**src/rtl/countdown_timer.sv**
```systemverilog
`default_nettype none
// ============================================================================
//  Module   : countdown_timer
//  Purpose  : Six-digit BCD countdown timer (hh:mm:ss). Loads a preset,
//             counts down one second per TICK_DIV clocks while running, and
//             signals expiry with a one-cycle done pulse plus an alarm level.
//             Output digit layout matches the up-counting stopwatch so the
//             same 7-segment display path can consume `out`.
//  Ports    : clk          system clock
//             rst          asynchronous reset, active-low
//             key_start_n  start/pause key, active-low level (debounced)
//             key_load_n   load-preset key, active-low level (debounced)
//             preset[23:0] BCD h10,h1,m10,m1,s10,s1 (MSB to LSB)
//             out[23:0]    current BCD count, same layout as preset
//             running      1 while counting
//             done         1-cycle pulse when the count reaches 00:00:00
//             alarm        1 while expired
//             err          1-cycle pulse on a rejected (invalid) load
//  Revision : 1.0  initial release
// ============================================================================
module countdown_timer #(
    parameter int TICK_DIV = 50_000_000
) (
    input  logic        clk,
    input  logic        rst,
    input  logic        key_start_n,
    input  logic        key_load_n,
    input  logic [23:0] preset,
    output logic [23:0] out,
    output logic        running,
    output logic        done,
    output logic        alarm,
    output logic        err
);

    localparam int PS_W = (TICK_DIV > 1) ? $clog2(TICK_DIV) : 1;
    localparam logic [PS_W-1:0] C_PS_LAST = PS_W'(TICK_DIV - 1);

    typedef enum logic [1:0] {
        IDLE    = 2'd0,
        PAUSED  = 2'd1,
        RUN     = 2'd2,
        EXPIRED = 2'd3
    } state_t;

    state_t            state_q, state_d;
    logic [23:0]       out_q, out_d;
    logic [PS_W-1:0]   ps_q, ps_d;
    logic              running_q, running_d;
    logic              done_q, done_d;
    logic              alarm_q, alarm_d;
    logic              err_q, err_d;

    // Key synchronizers (s1, s2) plus a delayed copy for falling-edge detect.
    logic start_s1_q, start_s2_q, start_prev_q;
    logic load_s1_q, load_s2_q, load_prev_q;
    logic start_edge, load_edge;

    assign start_edge = start_prev_q & ~start_s2_q;
    assign load_edge  = load_prev_q  & ~load_s2_q;

    // All digits <= 9, tens of minutes and seconds <= 5.
    function automatic logic preset_valid(input logic [23:0] v);
        preset_valid = (v[23:20] <= 4'd9) && (v[19:16] <= 4'd9) &&
                       (v[15:12] <= 4'd5) && (v[11:8]  <= 4'd9) &&
                       (v[7:4]   <= 4'd5) && (v[3:0]   <= 4'd9);
    endfunction

    // One-second BCD decrement; each digit borrows from the next one up.
    // Callers guarantee v != 0.
    function automatic logic [23:0] bcd_dec(input logic [23:0] v);
        logic [23:0] r;
        logic        borrow;
        r      = v;
        borrow = 1'b1;
        for (int i = 0; i < 6; i++) begin
            if (borrow) begin
                if (v[i*4 +: 4] == 4'd0) begin
                    // Tens-of-seconds and tens-of-minutes wrap to 5, others to 9.
                    r[i*4 +: 4] = ((i == 1) || (i == 3)) ? 4'd5 : 4'd9;
                end else begin
                    r[i*4 +: 4] = v[i*4 +: 4] - 4'd1;
                    borrow      = 1'b0;
                end
            end
        end
        bcd_dec = r;
    endfunction

    always_comb begin
        state_d = state_q;
        out_d   = out_q;
        ps_d    = ps_q;
        done_d  = 1'b0;
        err_d   = 1'b0;

        if (load_edge && (state_q != RUN)) begin
            // A load edge consumes the cycle: a coincident start edge is dropped.
            if (preset_valid(preset)) begin
                out_d   = preset;
                ps_d    = '0;
                state_d = (preset != 24'h0) ? PAUSED : IDLE;
            end else begin
                err_d = 1'b1;
            end
        end else if (start_edge && (state_q == PAUSED)) begin
            state_d = RUN;
        end else if (start_edge && (state_q == RUN)) begin
            // Prescaler is left alone so the partial second resumes later.
            state_d = PAUSED;
        end else if (state_q == RUN) begin
            if (ps_q == C_PS_LAST) begin
                ps_d = '0;
                if (out_q != 24'h0) begin
                    out_d = bcd_dec(out_q);
                    if (bcd_dec(out_q) == 24'h0) begin
                        state_d = EXPIRED;
                        done_d  = 1'b1;
                    end
                end
            end else begin
                ps_d = ps_q + PS_W'(1);
            end
        end

        running_d = (state_d == RUN);
        alarm_d   = (state_d == EXPIRED);
    end

    always_ff @(posedge clk or negedge rst) begin
        if (!rst) begin
            state_q      <= IDLE;
            out_q        <= 24'h0;
            ps_q         <= '0;
            running_q    <= 1'b0;
            done_q       <= 1'b0;
            alarm_q      <= 1'b0;
            err_q        <= 1'b0;
            start_s1_q   <= 1'b1;
            start_s2_q   <= 1'b1;
            start_prev_q <= 1'b1;
            load_s1_q    <= 1'b1;
            load_s2_q    <= 1'b1;
            load_prev_q  <= 1'b1;
        end else begin
            state_q      <= state_d;
            out_q        <= out_d;
            ps_q         <= ps_d;
            running_q    <= running_d;
            done_q       <= done_d;
            alarm_q      <= alarm_d;
            err_q        <= err_d;
            start_s1_q   <= key_start_n;
            start_s2_q   <= start_s1_q;
            start_prev_q <= start_s2_q;
            load_s1_q    <= key_load_n;
            load_s2_q    <= load_s1_q;
            load_prev_q  <= load_s2_q;
        end
    end

    assign out     = out_q;
    assign running = running_q;
    assign done    = done_q;
    assign alarm   = alarm_q;
    assign err     = err_q;

endmodule
`default_nettype wire
```
**config.mk**
```make
export PLATFORM = sky130hd
export DESIGN_NAME = countdown_timer
export DESIGN_NICKNAME = d
export VERILOG_FILES = /design/src/rtl/countdown_timer.sv
export SDC_FILE = /design/constraint.sdc
export NUM_CORES = 1
export LEC_CHECK = 0
export ABC_AREA = 0
export BUFFER_PORTS_ARGS = -buffer_cell sky130_fd_sc_hd__buf_4
export CORE_ASPECT_RATIO = 1.1
export CORE_MARGIN = 4
export CORE_UTILIZATION = 35
export DETAILED_ROUTE_END_ITERATION = 7
export GPL_TIMING_DRIVEN = 0
export HOLD_SLACK_MARGIN = 0.1
export PLACE_DENSITY = 0.64
export SYNTH_ARGS = -nofsm -noshare
export SYNTH_HDL_FRONTEND = slang
export SYNTH_SLANG_ARGS = --single-unit
```
**constraint.sdc**
```tcl
create_clock -name clk -period 2.6 [get_ports clk]
set_input_delay 0.26 -clock clk [delete_from_list [all_inputs] [get_ports clk]]
set_output_delay 0.26 -clock clk [all_outputs]
set_load 0.02 [all_outputs]
```
Word-level counts from Yosys, hierarchy flattened
Index checks and enable logic that the tools add are counted.
Operators by class
  add/sub/neg operators: 7
  $lt $le $gt $ge: 6
  equality and inequality tests: 9
  multiplexer cells: 117
  bitwise logic cells: 4
  reductions and logical operators: 22
Operators with widths (count)
  4-bit 2-to-1 mux: 47
  24-bit 2-to-1 mux: 7
  26-bit 2-to-1 mux: 6
  1-bit 2-to-1 mux: 49
  24-bit nonzero test: 2
  26-bit by 1-bit adder with 26-bit output, second input constant: 1
  26-bit == test, second input constant: 1
  24-bit zero test: 1
  4-bit zero test: 6
  4-bit by 1-bit subtractor with 4-bit output, second input constant: 6
  4-bit <= comparator, second input constant: 4
  2-bit 2-to-1 mux: 8
  4-bit by 3-bit <= comparator with 1-bit output, second input constant: 2
  1-bit logical AND: 8
  2-bit == test, second input constant: 3
  2-bit != test, second input constant: 3
  6-bit AND reduction: 1
  2-bit nonzero test: 3
  4-bit AND reduction: 1
  1-bit bitwise AND: 2
  2-bit by 1-bit == test with 1-bit output, second input constant: 1
  2-bit by 1-bit != test with 1-bit output, second input constant: 1
  1-bit NOT: 2
Word-level totals
  register bits: 62
  bits of input ports: 28
  output and inout port bits: 28
  logic and storage cells: 178

Depth between registers and ports, before layout
  depth in word-level cells: 52
  depth in mapped cells: 8
  gate-level depth less buffers: 7

Worst setup path after synthesis
OpenSTA, ideal clock, no wires.
  kind: register to register
  from: register out_q[1] (netlist: out[1])
  to: register out_q[23] (netlist: out[23])
  setup time: 122 ps
  arrival time: 2346 ps
  data required time: 2478 ps
  setup slack: 132 ps
  stages on the path, launching flop included: 8
  path buffers: 1
  clock period less this slack: 2468 ps
  cells stage by stage: dfrtp_1 > or4_4 > or3_1 > buf_2 > or4_1 > o21ai_1 > nand2_1 > a32o_1
On the way
  word-level cells in the longest chain between the ends: 43
  elaborated cells between the ends (all ways): 46
  those cells by class: mux: 42; reduce/logical: 4
Ends and longest elaborated chain
  start: declaration: line 47  | logic [23:0] out_q, out_d;
  start signal: assignment: line 147  | out_q <= out_d;
  4-bit zero test: line 78  | if (v[i*4 +: 4] == 4'd0) begin
  1-bit 2-to-1 mux: line 78
  1-bit 2-to-1 mux: line 114  | if (out_q != 24'h0) begin
  1-bit 2-to-1 mux: line 112  | if (ps_q == C_PS_LAST) begin
  1-bit 2-to-1 mux: line 111  | end else if (state_q == RUN) begin
  1-bit 2-to-1 mux: line 108  | end else if (start_edge && (state_q == RUN)) begin
  1-bit 2-to-1 mux: line 106  | end else if (start_edge && (state_q == PAUSED)) begin
  1-bit 2-to-1 mux: line 97  | if (load_edge && (state_q != RUN)) begin
  (+22 left out)
  1-bit 2-to-1 mux: line 114
  1-bit 2-to-1 mux: line 112
  1-bit 2-to-1 mux: line 111
  1-bit 2-to-1 mux: line 108
  1-bit 2-to-1 mux: line 106
  1-bit 2-to-1 mux: line 97
  4-bit 2-to-1 mux
  24-bit 2-to-1 mux (6 in series)
Several ways; a longest one is shown, not always the timed one. The select of a mux whose other input is x is not followed.
A chain may end at the register's enable or synchronous reset.

Worst setup path after layout
  from: register out_q[5] (netlist: out[5])
  to: register out_q[21] (netlist: out[21])
On the way
  word-level cells in the longest chain between the ends: 37
  elaborated cells between the ends (all ways): 40
  those cells by class: mux: 36; reduce/logical: 4
Ends and longest elaborated chain
  4-bit zero test: line 78
  1-bit 2-to-1 mux: line 78
  1-bit 2-to-1 mux: line 77  | if (borrow) begin
  1-bit 2-to-1 mux: line 114
  1-bit 2-to-1 mux: line 112
  1-bit 2-to-1 mux: line 111
  1-bit 2-to-1 mux: line 108
  1-bit 2-to-1 mux: line 106
  (+16 left out)
  1-bit 2-to-1 mux: line 114
  1-bit 2-to-1 mux: line 112
  1-bit 2-to-1 mux: line 111
  1-bit 2-to-1 mux: line 108
  1-bit 2-to-1 mux: line 106
  1-bit 2-to-1 mux: line 97
  4-bit 2-to-1 mux
  24-bit 2-to-1 mux (6 in series)
Several ways; a longest one is shown, not always the timed one. The select of a mux whose other input is x is not followed.

==> results.md <==
* Run status: finished, final reports clean
* CTS root buffer: clkbuf_8
* Register area share after synthesis at between 40% and 50%
* Area Growth Syn to Fin at 24.19%
* M1 GR Usage at a little under a quarter
* Global route total overflow at 0
* Worst Max-Slew Pin Slew at between 800 and 900 ps
* CTS max path bufs at 2
* Share of cells above drive strength 1 at 22.22%
* Placer congestion estimate at 0.8859
* Highest-delay cell along the critical path: or4_4
* Placed inst area at 4070 um2
* Clk slew on worst S/H paths at 70 ps
* Initial antenna violation count at 0
* Row count at 38
* Largest net degree at the start of global routing at 63
* DRC violations left at 0
* CP Cell Sequence: or4_4, or4_4, nor3_4, o21a_1, nor2_1, buf_6, a32o_1
* Crit. End Element: register
* Post-Syn Area at 3507 um2
* Synthesized instance count at just over 400
* WP data arrival at between 2000 and 3000 ps
* R2r endpoint: out[21]
* Clock sinks at 62
* Post-synth EDFFs at 0
* Synth top area share at 39.96%
* Max Transition Viols Final at 0
* CP required at 2840 ps
* Post-route setup TNS at 0 ps
* Worst skew pair latency at 360 ps
* Mapped Avg Cell Area at 8.638 um2
* Highest-count cells in the layout ignoring fill and taps: 62 x o21ai_0, 60 x buf_4, 52 x dfrtp_1
* Max IR drop VDD at 0.0003321 V
* Syn nets at 435
* Area contributors post-synth: dfrtp_1 40%, o21ai_0 8.8%, dfstp_2 4.5%, nor2_1 4.4%, nand2_1 4.3%
* Initial Utilization at 35.63%
* Final HPWL DP at ~7.6 mm
* Power Density at roughly 1000 nW/um2
* Input/output buffers at 55
* Vias at 3627
* Antenna Nets Post-Route at 0
* Headroom to the max-slew limit at 46.62%
* Die Ht at between 100 and 150 um
* Unrepaired setup endpoints after global routing: true
* Core area at 9842 um2
* Max-cap viol count at 0
* Worst-case reg-to-reg path depth at 7
* Hold Slack at approximately 200 ps
* Crit-path leading delay family: simple AND/OR/NAND/NOR gates
* Fin Clk Skew at 15.30 ps
* Num CTS Buffers at 9
* Die area at 11690 um2
* Vias in the first global route at 3488
* CP bufs+invs at 1
* Wirelength per Cell at 17.99 um
* Vias per cell at 5.985
* Met2 Resource Use GR at 30.87%
* Crit path launch type: register
* Final nets at 510
* CTS tree: done
* Inserted Diodes at 0
* Count of cell types in the netlist at 52
* Most common cell after layout, fill and taps aside: o21ai_0
* Seq cells post-synth at 62
* Crit path to: out[21]
* Reg2reg start: out[5]
* WS Path Type: register to register
* Most Crowded Layer GR: met2
* Min-delay worst type: input port to register
* Synth warn at 0
* Cell mode on critical path: or4_4
* Dominant register cell in the synthesized netlist: dfrtp_1
* Max Freq at 389.1 MHz
* DR pass1 iterations at 4
* Final Hold Viols at 0
* Reg2reg setup slack at 30 ps
* H-tree depth at 3
* Fin crit share at between 90% and 100%
* Die X at 103.4 um
* Total stage count of the critical path at 7
* Post-layout util at approximately 44%
* Met3 global-route usage at approximately 4.2%
* Final instance area at roughly 4400 um2
* Ports at 56
* Asr flop ratio synth at 100.0%
* P_leak at 1.821 nW
* Total track usage at 18.97%
* Final setup vio count at 0
* First-pass GRT wire length at 17.34 mm
* Worst Path Max Fanout at 5
* Initial DRC Count at 221
* Max incr delay on CP at 570 ps
* Crit. Startpoint: out[5]
* Min Tclk post-route at 2570 ps
* Post-synth top area cell: dfrtp_1
* Drt total wl at 10.90 mm
[power breakdown]
group	internal, W	switching, W
Clock	0.000425	0.000387
Combinational	0.000829	0.00111
Sequential	0.00131	0.000441
[through the flow]
step	std cells	worst slack (ps)	power, W
floorplan	406	132.2	0.002864
global placement	581	-148.3	0.003535
detailed placement	581	-147.3	0.003576
CTS	602	11.49	0.004446
global route	606	-39.24	0.004821
finish	606	30.09	0.004499
[layer usage]
| layer | up-vias | wire length [um] |
|---|---|---|
| met5 | - | 0 |
| met4 | 0 | 432 |
| met3 | 29 | 888 |
| met2 | 162 | 5125 |
| met1 | 1758 | 4455 |
| li1 | 1678 | - |
[how the worst min path moves through the flow]
stage                           from          to  cells past startpoint
after CTS                 preset[23]     out[23]                      2
after detailed placement  start_s1_q  start_s2_q                      0
after floorplan                  rst       alarm                      0
after global routing      preset[23]     out[23]                      2
after global placement    start_s1_q  start_s2_q                      0
final                     preset[23]     out[23]                      2
[state kept, by name, indices dropped and copies added, names as in the netlist]
register / cells
alarm: 1
done: 1
err: 1
load_prev_q: 1
load_s1_q: 1
load_s2_q: 1
out: 24
ps_q: 26
running: 1
start_prev_q: 1
start_s1_q: 1
start_s2_q: 1
state_q: 2
[cell families (layout without fill, tap and decap cells)]
kind of cell,after synthesis,count (layout),share of synthesized area (%)
simple gates,182,183,27.44
compound gates,135,135,23.58
flops,62,62,44.45
buf+inv,20,99,2.533
mux,4,4,1.142
xor+xnor,2,2,0.4996
fa+ha+maj,1,1,0.3567
[cells in the mapped netlist (2+ instances only)]
| library cell | n |
|---|---|
| buf_2 | 2 |
| a2bb2oi_1 | 2 |
| clkbuf_1 | 16 |
| nor4b_1 | 3 |
| o21ai_0 | 62 |
| or4_4 | 3 |
| dfstp_2 | 6 |
| dfrtp_1 | 56 |
| nor3_1 | 17 |
| nand4_1 | 7 |
| and4_1 | 5 |
| and2_1 | 3 |
| a22oi_1 | 2 |
| nor2_1 | 41 |
| o21ai_1 | 4 |
| nand2b_1 | 3 |
| and3_1 | 12 |
| or2_2 | 3 |
| a21oi_1 | 19 |
| a22o_1 | 4 |
| a211oi_1 | 2 |
| a21boi_1 | 2 |
| or4_1 | 7 |
| nand3_1 | 15 |
| nand2_1 | 40 |
| nor4_1 | 8 |
| nor2b_1 | 6 |
| or3_1 | 2 |
| a32o_1 | 6 |
| mux2i_1 | 4 |
| a21bo_2 | 2 |
| a211o_1 | 2 |
| a21o_1 | 3 |
| nor4bb_1 | 2 |
| o31ai_1 | 11 |
| xnor2_1 | 2 |
| a31oi_1 | 7 |
[final cells by class]
type	instances	area, um2
multi-input cells	325	1888
repair buffers	63	478.0
plain buffers	20	93.84
fillers	956	5487
clock buffers	15	176.4
clock inverters	1	5.005
well taps	120	150.1
flip-flops and latches	62	1564
[what timing repair did]
item / 4_1_cts / 5_1_grt
endpoints found under the hold margin: 58 / 0
pin swaps: 2 / 2
resized for setup: 4 / 14
hold buffers: 3 / 0
gates cloned: 1 / 1
buffers inserted: 1 / 3
endpoints found under the setup margin: 18 / 31
(Power assumes the default switching activity.)
